--- src/rtl/mem_stage.sv ---
// mem_stage: memory-access pipeline stage between EX/MEM and MEM/WB.
// Issues single-beat request/ready transactions on the data-memory bus,
// lane-aligns store data and byte enables, formats load data, stalls on
// wait states and holds the MEM/WB pipeline register.
// Optional feature: define MEM_STAGE_MISALIGN_TRAP_EN to trap misaligned
// accesses (adds mem_misalign). Otherwise offsets are forced to natural
// alignment and the access proceeds.
module mem_stage #(
    parameter int unsigned ADDR_W = 32
) (
    input  logic              clk,
    input  logic              rstn,
    input  logic [31:0]       ex_mem_pc_p4,
    input  logic [4:0]        ex_mem_rd,
    input  logic [31:0]       ex_mem_alu_result,
    input  logic              ex_mem_mem_read,
    input  logic              ex_mem_mem_write,
    input  logic [3:0]        ex_mem_mem_data_mask,
    input  logic              ex_mem_mem_read_sign_extend,
    input  logic [31:0]       ex_mem_mem_write_data,
    input  logic              ex_mem_reg_write,
    input  logic [1:0]        ex_mem_reg_write_src,
    output logic              dmem_req,
    output logic              dmem_we,
    output logic [ADDR_W-1:0] dmem_addr,
    output logic [31:0]       dmem_wdata,
    output logic [3:0]        dmem_be,
    input  logic              dmem_ready,
    input  logic [31:0]       dmem_rdata,
    output logic              mem_stall,
`ifdef MEM_STAGE_MISALIGN_TRAP_EN
    output logic              mem_misalign,
`endif
    output logic [31:0]       mem_wb_pc_p4,
    output logic [4:0]        mem_wb_rd,
    output logic [31:0]       mem_wb_alu_result,
    output logic [31:0]       mem_wb_load_data,
    output logic              mem_wb_reg_write,
    output logic [1:0]        mem_wb_reg_write_src
);

    typedef enum logic {
        IDLE,
        WAIT
    } state_t;

    state_t      state_q, state_d;
    logic        acc;
    logic        is_byte, is_half;
    logic [1:0]  off_raw;
    logic [1:0]  off;
    logic        trap;
    logic        req_raw;
    logic [31:0] rdata_sh;
    logic [31:0] load_fmt;
    logic [31:0] load_data_d;

    logic [31:0] pc_p4_q;
    logic [4:0]  rd_q;
    logic [31:0] alu_result_q;
    logic [31:0] load_data_q;
    logic        reg_write_q;
    logic [1:0]  reg_write_src_q;
`ifdef MEM_STAGE_MISALIGN_TRAP_EN
    logic        misalign_q;
`endif

    assign acc     = ex_mem_mem_read | ex_mem_mem_write;
    assign is_byte = (ex_mem_mem_data_mask == 4'b0001);
    assign is_half = (ex_mem_mem_data_mask == 4'b0011);
    assign off_raw = ex_mem_alu_result[1:0];

    // Effective lane offset and misalignment trap decision
    always_comb begin
`ifdef MEM_STAGE_MISALIGN_TRAP_EN
        off  = off_raw;
        trap = acc & (is_half ? off_raw[0] : (~is_byte & (|off_raw)));
`else
        trap = 1'b0;
        if (is_byte) begin
            off = off_raw;
        end else if (is_half) begin
            off = {off_raw[1], 1'b0};
        end else begin
            off = 2'b00;
        end
`endif
    end

    // FSM next-state and raw request generation
    always_comb begin
        state_d = state_q;
        req_raw = 1'b0;
        case (state_q)
            IDLE: begin
                if (acc && !trap) begin
                    req_raw = 1'b1;
                    if (!dmem_ready) begin
                        state_d = WAIT;
                    end
                end
            end
            WAIT: begin
                req_raw = 1'b1;
                if (dmem_ready) begin
                    state_d = IDLE;
                end
            end
            default: state_d = IDLE;
        endcase
    end

    // FSM state register
    always_ff @(posedge clk) begin
        if (!rstn) begin
            state_q <= IDLE;
        end else begin
            state_q <= state_d;
        end
    end

    // Request gated by reset so an in-flight access drops immediately
    assign dmem_req   = req_raw & rstn;
    assign mem_stall  = dmem_req & ~dmem_ready;
    assign dmem_we    = ex_mem_mem_write;
    assign dmem_addr  = {ex_mem_alu_result[ADDR_W-1:2], 2'b00};
    assign dmem_be    = ex_mem_mem_data_mask << off;
    assign dmem_wdata = ex_mem_mem_write_data << {off, 3'b000};

    // Load data formatting: lane shift, then size/sign extension
    always_comb begin
        rdata_sh = dmem_rdata >> {off, 3'b000};
        case (ex_mem_mem_data_mask)
            4'b0001: load_fmt = {{24{ex_mem_mem_read_sign_extend & rdata_sh[7]}},  rdata_sh[7:0]};
            4'b0011: load_fmt = {{16{ex_mem_mem_read_sign_extend & rdata_sh[15]}}, rdata_sh[15:0]};
            default: load_fmt = rdata_sh;
        endcase
        load_data_d = '0;
        if (ex_mem_mem_read && !ex_mem_mem_write && !trap) begin
            load_data_d = load_fmt;
        end
    end

    // MEM/WB pipeline register: bubble on stall, capture otherwise
    always_ff @(posedge clk) begin
        if (!rstn || mem_stall) begin
            pc_p4_q         <= '0;
            rd_q            <= '0;
            alu_result_q    <= '0;
            load_data_q     <= '0;
            reg_write_q     <= 1'b0;
            reg_write_src_q <= '0;
        end else begin
            pc_p4_q         <= ex_mem_pc_p4;
            rd_q            <= ex_mem_rd;
            alu_result_q    <= ex_mem_alu_result;
            load_data_q     <= load_data_d;
            reg_write_q     <= ex_mem_reg_write & ~trap;
            reg_write_src_q <= ex_mem_reg_write_src;
        end
    end

`ifdef MEM_STAGE_MISALIGN_TRAP_EN
    // One-cycle misalignment pulse following a trapped access
    always_ff @(posedge clk) begin
        if (!rstn) begin
            misalign_q <= 1'b0;
        end else begin
            misalign_q <= trap;
        end
    end

    assign mem_misalign = misalign_q;
`endif

    assign mem_wb_pc_p4         = pc_p4_q;
    assign mem_wb_rd            = rd_q;
    assign mem_wb_alu_result    = alu_result_q;
    assign mem_wb_load_data     = load_data_q;
    assign mem_wb_reg_write     = reg_write_q;
    assign mem_wb_reg_write_src = reg_write_src_q;

endmodule

--- config.mk ---
export PLATFORM = sky130hd
export DESIGN_NAME = mem_stage
export DESIGN_NICKNAME = d
export VERILOG_FILES = /design/src/rtl/mem_stage.sv
export SDC_FILE = /design/constraint.sdc
export NUM_CORES = 1
export LEC_CHECK = 0
export CAP_MARGIN = 10
export CORE_AREA = 3 3 122 124
export DETAILED_ROUTE_END_ITERATION = 10
export DIE_AREA = 0 0 125 127
export GPL_TIMING_DRIVEN = 0
export PLACE_DENSITY = 0.84
export SETUP_SLACK_MARGIN = 0.2
export SYNTH_ARGS = -nofsm -noshare
export SYNTH_HDL_FRONTEND = slang
export SYNTH_SLANG_ARGS = --single-unit
--- constraint.sdc ---
create_clock -name clk -period 3.84 [get_ports clk]
set_clock_uncertainty 0.2 [all_clocks]
set_input_delay 1.152 -clock clk [delete_from_list [all_inputs] [get_ports clk]]
set_output_delay 1.152 -clock clk [all_outputs]
set_load 0.005 [all_outputs]
# Word-level counts from Yosys, hierarchy flattened
# Index checks and enable logic that the tools add are counted.
dict set report word_totals {
  ff_bits 105
  inputBits 146
  word_cells 33
}
dict set report classes {
  n_reduce_logical 5
  n_bitwise 8
  shifts 3
  n_mux 8
  n_eq_ne 2
}
# op count
set op_table {}
lappend op_table {{32-bit case mux with 2 select lines} 1}
lappend op_table {{32-bit by 5-bit << shifter with 32-bit output} 1}
lappend op_table {{32-bit by 5-bit right shift with 32-bit output} 1}
lappend op_table {{1-bit AND} 4}
lappend op_table {{4-bit by 1-bit == test with 1-bit output, second input constant} 1}
lappend op_table {{4-bit by 2-bit == test with 1-bit output, second input constant} 1}
lappend op_table {{2-bit 2-to-1 mux} 2}
lappend op_table {{1-bit case mux with 2 select lines} 2}
lappend op_table {{4-bit by 2-bit << shifter with 4-bit output} 1}
lappend op_table {{1-bit 2-to-1 mux} 3}
lappend op_table {{1-bit NOT} 3}
lappend op_table {{1-bit logical NOT} 2}
lappend op_table {{2-bit OR reduction} 1}
lappend op_table {{1-bit logical AND} 1}
lappend op_table {{1-bit logical OR} 1}
lappend op_table {{1-bit bitwise OR} 1}

# Logic depth before layout (Yosys ltp)
# Gate-level depths: netlist of the first run.
dict set report logic_depth {
  ltp_word 7
  depth_mapped 6
}

# Worst setup path after synthesis of the first run
# Ideal clock, no wire load.
dict set report synth_timing {
  kind {input to output}
  from {input port ex_mem_mem_data_mask[3]}
  to {output port dmem_wdata[10]}
  path_buffers 2
  required_ns 2.488
  path_slack_ns 0.169
  stages 6
  arrival_ns 2.319
  path_cell_list {or4b_1 buf_2 nor2_4 buf_4 nand2_1 a21oi_1}
}
dict set report synth_via {
  elab_chain_len 4
}
# item line_no
set synth_lines {}
lappend synth_lines {{start: declaration} 18} ;# input logic [3:0] ex_mem_mem_data_mask,
lappend synth_lines {{4-bit by 2-bit == test with 1-bit output} 70} ;# assign is_half = (ex_mem_mem_data_mask == 4'b0011);
lappend synth_lines {{2-bit 2-to-1 mux} 82} ;# end else if (is_half) begin
lappend synth_lines {{2-bit 2-to-1 mux *} 80} ;# if (is_byte) begin
lappend synth_lines {{32-bit by 5-bit << shifter with 32-bit output *} 128} ;# assign dmem_wdata = ex_mem_mem_write_data << {off, 3'b000};
lappend synth_lines {{end: declaration} 26} ;# output logic [31:0] dmem_wdata,
# Mark *: on every way between the ends. The rest lies on a longest branch, timed or not.

# Final worst setup path of the first run
dict set report layout_timing {
  from {input port ex_mem_mem_data_mask[3]}
  to {output port dmem_wdata[13]}
}
# Same word-level chain as after synthesis.

==> results.md, run 1 <==
- The run finished, with violations left.
- The checks that failed: setup timing.
- The pin count of the biggest net entering global routing is 20.
- From synthesis to final layout, the design area changed by 114%.
- After detailed routing, the number of vias per cell comes to 4.64.
- The effective utilization at floorplan is 29.4%.
- Summing the areas of all compound-gate instances in the mapped netlist gives 7.55% of the synthesized area.
- At the pin with the least slew margin, the transition time is 0.523 ns.
- The combinational power share is 21.5%.
- The number of fill cells is 1081.
- The source of the worst register-to-register timing path is state_q.
- Static timing analysis puts the maximum clock frequency at 240 MHz.
- The number of instances in the synthesized netlist is 442.
- Among all flip-flop cells after synthesis, the most frequent one is sky130_fd_sc_hd__dfxtp_1.
- The commonest cells after synthesis are sky130_fd_sc_hd__dfxtp_1, sky130_fd_sc_hd__nand2_1, sky130_fd_sc_hd__and2_1.
- The cell area after synthesis is 4080 um2.
- For the worst setup path, the data required time is 2.49 ns.
- The congestion estimate from routability-driven global placement came to 0.933.
- Across every metal layer, demand over resource in global routing totals 22.9%.
- The H-tree generated during clock tree synthesis spans 3 levels.
- The via count of the first global-routing pass is 4899.
- The repair_antennas step left the layout with diodes totalling 0.
- The slowest stage of the critical path is the sky130_fd_sc_hd__or4b_4 cell.
- Along the worst path, the maximum fanout reaches 6.
- The worst setup margin is -0.328 ns.
- The y dimension of the die is 127 um.
- The max-slew violation count is 0.
- Once layout is done, the placed cells without fillers occupy 8730 um2.
- Setup violations remaining at the end of the flow were counted as 36.
- The clock latency of the later-clocked register in the worst-skew pair is 0.33 ns.
- The CTS tree is yes.
- sky130_fd_sc_hd__dfxtp_1 takes more of the synthesized area than any other cell.
- The count of synthesis-stage warnings from yosys is 0.
- The worst path uses 109% of the clock period.
- The number of buffers created by CTS is 9.
- The worst-case vdd ir drop is 0.245 mV.
- The largest stage delay on the critical path is 0.53 ns.
- The clock tree buffer depth is 2.
- The number of violations reported at the end of detailed-routing iteration 0 is 218.
- Setup repair after global routing could not meet its margin everywhere.
- The number of synthesized register bits is 105.
- Tracing the worst setup path back leads to its startpoint at ex_mem_mem_data_mask[3].
- The fraction of power spent switching nets is 24.1%.
- The fraction of post-synthesis cell area in the top cell type by area is 51.5%.
- Counting instances, the worst hold path has a depth of 5.
- The overall die width is 125 um.
- The proportion of synthesized area in mux cells is 5.22%.
- The wire length of the first global-routing pass is 28.1 mm.
- Synthesis instantiated 34 different standard cells from the library.
- The total area inside the core boundary comes to 13900 um2.
- The net count of the finished layout is 982.
- The proportion of layout cells with a drive suffix above 1 is 27.6%.
- Max-cap violations in this run came to 0.
- The remaining global-route overflow is 0.
- For this run, design rule violations remaining after detail routing come to 0.
- The classification of the worst setup path is input pin to output pin.
- After synthesis, flip-flops and latches occupy 51.5% of the total area.
- CTS saw 105 sinks.
- The clock transition at the registers of the reported paths is 0.07 ns.
- The first-pass iteration count of the detailed router is 4.
- The critical hold path startpoint is state_q.
- The initial antenna violation count was 1.
- The worst hold-check path type is flop to flop.
- Summing the areas of all fa, ha and maj instances in the mapped netlist gives 0% of the synthesized area.
- The static leakage is 3.78 nW.
- The share of flip-flops with an asynchronous set or reset after synthesis is 0%.
- Detailed routing inserted a total of 4740 vias.
- The number of failing hold endpoints at the final stage was 0.
- Data on the critical path arrives at its endpoint at 2.82 ns.
- The wire-length estimate of the detail-placed layout is 13.8 mm.
- The worst hold path terminates at state_q.
- The floorplan step defined a die boundary enclosing 15900 um2.
- The xor/xnor cell area share of the yosys netlist is 0%.
- The destination of the worst register-to-register timing path is mem_wb_alu_result[11].
- Summed over all nets, the switching power comes to 0.642 mW.
- The mean instance size in the synthesized netlist is 9.23 um2.
- The final routed wire length divided by cell count is 19.1 um.
- The dominant combinational cell family by area after synthesis is simple AND/OR/NAND/NOR gates.
- The most numerous cell type found on the critical path is sky130_fd_sc_hd__buf_6.
- After clock tree synthesis, the flow added hold-fix buffers numbering 0.
- The number of cell rows is 43.
- The number of enable flip-flop cells after synthesis is 0.
- Yosys instantiated no cell more often than sky130_fd_sc_hd__dfxtp_1.
- Ranked by total cell area, the synthesized netlist is headed by sky130_fd_sc_hd__dfxtp_1, sky130_fd_sc_hd__and2_1, sky130_fd_sc_hd__nand2_1.
- The count of nets left with antenna violations after detail routing is 0.
- The critical path capture point type is an output pin.
- For the worst flop-to-flop path, the logic depth is 5.
- Internal power comes to 2.02 mW.
- The number of ports placed on the die boundary is 321.
- After detailed placement, the total cell area comes to 7510 um2.
- The root cell of the clock tree is sky130_fd_sc_hd__clkbuf_16.
- The sum of routed wire length over all layers is 19.5 mm.
- Before CTS, the worst setup slack after placement is -1.44 ns.
- In this run the tool buffered the top-level ports with 317 buffer cells.
- Power spread over the standard cell area amounts to 305 nW/um2.
- The slack of the worst reg-to-reg path is 1.96 ns.
- Of the total power, the clock network draws 35.6%.
- The final critical delay including setup and external delays is 4.17 ns.
- Traced cell by cell, the critical path runs through buf_12 -> or4b_4 -> buf_8 -> nor2_4 -> buf_4 -> buf_6 -> buf_6 -> nand2_2 -> a21oi_2 -> buf_2.
- The startpoint type of the worst setup path is an input pin.
- Headroom to the max-slew limit came out at 65.0%.
- The simple-gate share of the synthesized area is 26.5%.
- The sequential fraction of design power is 42.9%.
## cells in the final DEF (no fill, tap or decap), types with 10 or more instances in the layout
cell and instances:
sky130_fd_sc_hd__buf_4 65, sky130_fd_sc_hd__buf_6 45, sky130_fd_sc_hd__and3_4 10, sky130_fd_sc_hd__a21oi_2 11
sky130_fd_sc_hd__clkbuf_16 12, sky130_fd_sc_hd__a21oi_1 11, sky130_fd_sc_hd__dfxtp_1 105, sky130_fd_sc_hd__clkdlybuf4s50_1 267
sky130_fd_sc_hd__buf_2 29, sky130_fd_sc_hd__nand2_1 83, sky130_fd_sc_hd__clkbuf_1 10, sky130_fd_sc_hd__nor2_1 12
sky130_fd_sc_hd__and2_1 72
## cell type report
class	instances	area (um2)	share of cell area (%)
flip-flops and latches	105	2100	24.1
clock inverters	7	86.3	0.988
well taps	180	225	2.58
clock buffers	9	225	2.58
inverters	2	7.51	0.0859
plain buffers	59	551	6.30
multi-input cells	277	1860	21.3
repair buffers	382	3680	42.1
## stage by stage
stage	cells	power [mW]	hold WS, ns	utilization [%]	setup TNS [ns]
2_1_floorplan	443	1.31	0.468	-	0
3_3_place_gp	940	1.68	0.472	54.1	-41.66
3_5_place_dp	940	1.69	0.480	54.1	-42.24
4_1_cts	1010	2.66	0.623	61.2	-5.50
5_1_grt	1021	2.76	0.704	62.9	-9.01
6_report	1021	2.67	0.646	62.9	-8.14
## sequential cells by signal, summed over array words and instances, names as in the netlist
signal                cells
mem_wb_alu_result        32
mem_wb_reg_write_src      2
state_q                   1
mem_wb_pc_p4             32
mem_wb_reg_write          1
mem_wb_rd                 5
mem_wb_load_data         32
## repair_timing
item | 4_1_cts | 5_1_grt
endpoints found under the setup margin | 40 | 40
buffers inserted | 52 | 11
endpoints found under the hold margin | 0 | 0
resized for setup | 286 | 40
pin swaps | 21 | 7
gates cloned | 2 | 0
## cell families after synthesis
| family | Yosys count |
|---|---|
| AO/OA/AOI/OAI | 46 |
| flip-flops | 105 |
| other | 1 |
| multiplexers | 19 |
| AND/OR/NAND/NOR | 210 |
| buffers and inverters | 61 |
## critical path, delay by kind of cell
| family | cells | cell delay, ns |
|---|---|---|
| simple gates | 3 | 0.80 |
| buf+inv | 6 | 0.70 |
| compound gates | 1 | 0.15 |
## how the worst max path moves through the flow
| stage | end | cells past startpoint |
|---|---|---|
| after floorplan | dmem_wdata[10] | 6 |
| after global placement | dmem_wdata[20] | 7 |
| after detailed placement | dmem_wdata[20] | 7 |
| after CTS | dmem_wdata[15] | 10 |
| after global routing | dmem_wdata[13] | 10 |
| final | dmem_wdata[13] | 10 |
## power by group through the flow
stage | clock network, mW | logic (mW) | registers (mW)
final | 0.949 | 0.574 | 1.14
after global routing | 1.01 | 0.608 | 1.15
after CTS | 0.971 | 0.545 | 1.14
after detailed placement | 0 | 0.519 | 1.17
after global placement | 0 | 0.515 | 1.17
after floorplan | 0 | 0.136 | 1.17
## metal layers
metal / wire length (um) / vias to the layer above / track usage (%) / share of wire (%)
met1: 6680 / 2201 / 22.4 / 34
met5: 20 / - / 0 / 0.10
li1: - / 2201 / - / -
met2: 10500 / 283 / 44.1 / 54
met4: 720 / 2 / 10.7 / 3.7
met3: 1580 / 53 / 6.98 / 8.1
(Power assumes the default switching activity.)
==> run 2, diff against run 1 <==
--- a/config.mk
+++ b/config.mk
@@ -10,7 +10,7 @@
 export DETAILED_ROUTE_END_ITERATION = 10
 export DIE_AREA = 0 0 125 127
 export GPL_TIMING_DRIVEN = 0
-export PLACE_DENSITY = 0.84
+export PLACE_DENSITY = 0.71
 export SETUP_SLACK_MARGIN = 0.2
 export SYNTH_ARGS = -nofsm -noshare
 export SYNTH_HDL_FRONTEND = slang
==> results.md, run 2 (synthesized netlist as in run 1, its figures left out) <==
- The flow ran to the end, but the final reports show violations.
- The checks that failed: setup timing.
- The area growth from synthesis to layout is 111%.
- The effective utilization at floorplan is 29.4%.
- After detailed routing, the average wire length per cell comes to 18.6 um.
- STA classifies the critical path startpoint as an input pin.
- The met2 track demand over resource in global routing is 43.1%.
- The worst hold-check path type is flop to flop.
- The global-route track usage on met1 is 21.7%.
- The placed instances occupy a cell area of 7510 um2.
- Setup repair after global routing could not meet its margin everywhere.
- STA puts the critical path data arrival time at 2.66 ns.
- After the flow finishes, the layout carries non-filler instances totaling 1004.
- The slowest library cell on the worst path is sky130_fd_sc_hd__or4b_4.
- The global routing stage identified its most utilized layer as met2.
- The clock transition at the registers of the reported paths is 0.06 ns.
- The global routing met3 resource utilization is 7.32%.
- The detail-routed via count per cell is 4.58.
- The combined buffer and inverter count along the critical path is 5.
- The highest clock frequency the design can meet is 249 MHz.
- In this run the standard cell core region covers 13900 um2.
- The final critical delay including setup and external delays is 4.01 ns.
- The share of the clock period used by the worst path after layout is 105%.
- The clock reaches the later pin of the worst-skew pair after 0.33 ns.
- Input and output buffers added on the ports amount to 317.
- The root cell of the clock tree is sky130_fd_sc_hd__clkbuf_16.
- The first detailed-routing pass took 4 iterations.
- For the pin with the worst max-slew slack, the measured transition is 0.565 ns.
- The power density over the cells is 309 nW/um2.
- The initial antenna violation count was 0.
- Counting stages on the worst path, the most repeated cell is sky130_fd_sc_hd__buf_6.
- No sink is reached through more buffers than the 2 on the longest clock path.
- Summed over all layers, the global routing overflow is 0.
- After detailed placement, the design holds a cell count of 940.
- The number of buffers added to fix hold violations after cts is 0.
- The detailed router finished its first iteration with 172 violations.
- For this run, the slowest stage of the critical path takes 0.52 ns.
- The worst path required time is 2.49 ns.
- The critical path goes through buf_12 -> or4b_4 -> buf_6 -> nor2_4 -> buf_6 -> buf_6 -> nand2_2 -> a21oi_2 -> buf_2.
- The top cell types in the final layout, fill and taps aside, are sky130_fd_sc_hd__clkdlybuf4s50_1, sky130_fd_sc_hd__dfxtp_1, sky130_fd_sc_hd__nand2_1.
- The number of nets in the layout is 965.
- The via count of the first global-routing pass is 4662.
- The proportion of layout cells with a drive suffix above 1 is 26.1%.
- The static leakage is 3.70 nW.
- The via total after detailed routing is 4603.
- After routing the design area is 8590 um2.
- The kind of cell with the highest combined delay on the critical path is simple AND/OR/NAND/NOR gates.
- The number of fill cells is 1175.
- The die is 127 um tall.
- The number of failing setup endpoints in the final timing report is 29.
- The number of remaining DRC errors is 0.
- The overall die width is 125 um.
- STA classifies the critical path endpoint as an output pin.
- The number of clock sinks is 105.
- The total die area is 15900 um2.
- Entering global routing, the biggest net connects 20 pins.
- The overall routing resource usage is 22.2%.
- The H-tree was split into 3 levels.
- Along the worst path, the maximum fanout reaches 6.
- The sum of routed wire length over all layers is 18.7 mm.
- At the end of routability-driven placement, the weighted congestion stood at 0.908.
- The number of failing hold endpoints at the final stage is 0.
- TritonCTS built the clock tree.
- The library cell used most frequently in the layout, excluding fill and tap cells, is sky130_fd_sc_hd__clkdlybuf4s50_1.
- The worst-case vdd ir drop is 0.179 mV.
- The final antenna diode count is 0.
- The number of max-capacitance violations reported is 0.
- The number of ports placed on the die boundary is 321.
- Once detail routing completed, the nets flagged for antenna violations numbered 0.
- The classification of the worst setup path is input pin to output pin.
- The max-slew violation count was 0.
- Headroom to the max-slew limit came out at 62.2%.
- The number of buffers created by CTS is 9.
- The worst setup margin is -0.174 ns.
- The half-perimeter wire length of the detailed placement result is 14.5 mm.
- The first global-routing pass estimated 27.2 mm of wire.
- The number of cell rows is 43.
-- run 2: cell count changes in the layout (fill, tap and decap cells not counted), sizes merged --
cell	change
clkinvlp	-1
buf	-18
dlymetal6s2s	+2
inv	+1
clkinv	-1
dlygate4sd2	-2
clkbuf	+2
-- run 2: layer usage --
metal / vias to the layer above / wire [um]
met4: 0 / 599
met1: 2133 / 6400
met2: 263 / 10100
met3: 40 / 1590
li1: 2167 / -
met5: - / 0
-- run 2: cell type report --
type                            instances  area [um2]  area share [%]
Multi-Input combinational cell        277        1890            22.1
Buffer                                 59         539            6.28
Clock buffer                           10         229            2.67
Inverter                                2        7.51          0.0874
Sequential cell                       105        2100            24.5
Clock inverter                          6        83.8           0.976
Timing Repair Buffer                  365        3510            40.9
Tap cell                              180         225            2.62
-- run 2: final timing paths --
kind,from,to,slack (ns),cells after the start
max,ex_mem_mem_data_mask[2],dmem_wdata[10],-0.17,9
min,state_q,state_q,0.50,3
max reg2reg,state_q,mem_wb_alu_result[18],2.20,4
min reg2reg,state_q,state_q,0.50,3
-- run 2: per-stage QoR --
| stage | utilization (%) | setup WS, ns | hold WS [ns] | total power, mW | setup TNS (ns) |
|---|---|---|---|---|---|
| after global placement | 54.1 | -1.34 | 0.467 | 1.69 | -40.58 |
| after floorplan | - | 0.191 | 0.468 | 1.31 | 0 |
| after CTS | 59.7 | -0.146 | 0.497 | 2.66 | -1.45 |
| after detailed placement | 54.1 | -1.34 | 0.468 | 1.69 | -40.71 |
| final | 61.9 | -0.174 | 0.501 | 2.66 | -2.22 |
| after global routing | 61.9 | -0.227 | 0.556 | 2.77 | -3.57 |
-- run 2: where the power goes --
part,internal (mW),total [mW],switching [mW]
registers,1.13,1.14,0.0119
logic,0.367,0.562,0.194
clock network,0.524,0.952,0.429
total,2.02,2.66,0.635
-- run 2: worst min-delay path, stage by stage (launching register included) --
cell,delay (ns)
sky130_fd_sc_hd__dfxtp_1,0.36
sky130_fd_sc_hd__nor3_4,0.06
sky130_fd_sc_hd__nor2b_2,0.12
sky130_fd_sc_hd__nor2b_1,0.13
-- run 2: what timing repair did --
action	CTS	global route
resized for setup	262	49
pin swaps	11	7
setup endpoints to repair	39	42
buffers inserted	34	14
==> run 3, diff against run 2 <==
--- a/config.mk
+++ b/config.mk
@@ -7,6 +7,7 @@
 export LEC_CHECK = 0
 export CAP_MARGIN = 10
 export CORE_AREA = 3 3 122 124
+export CTS_CLUSTER_DIAMETER = 40
 export DETAILED_ROUTE_END_ITERATION = 10
 export DIE_AREA = 0 0 125 127
 export GPL_TIMING_DRIVEN = 0
==> results of run 3 <==
Final layout, timing and power as in run 2 (identical DEF).
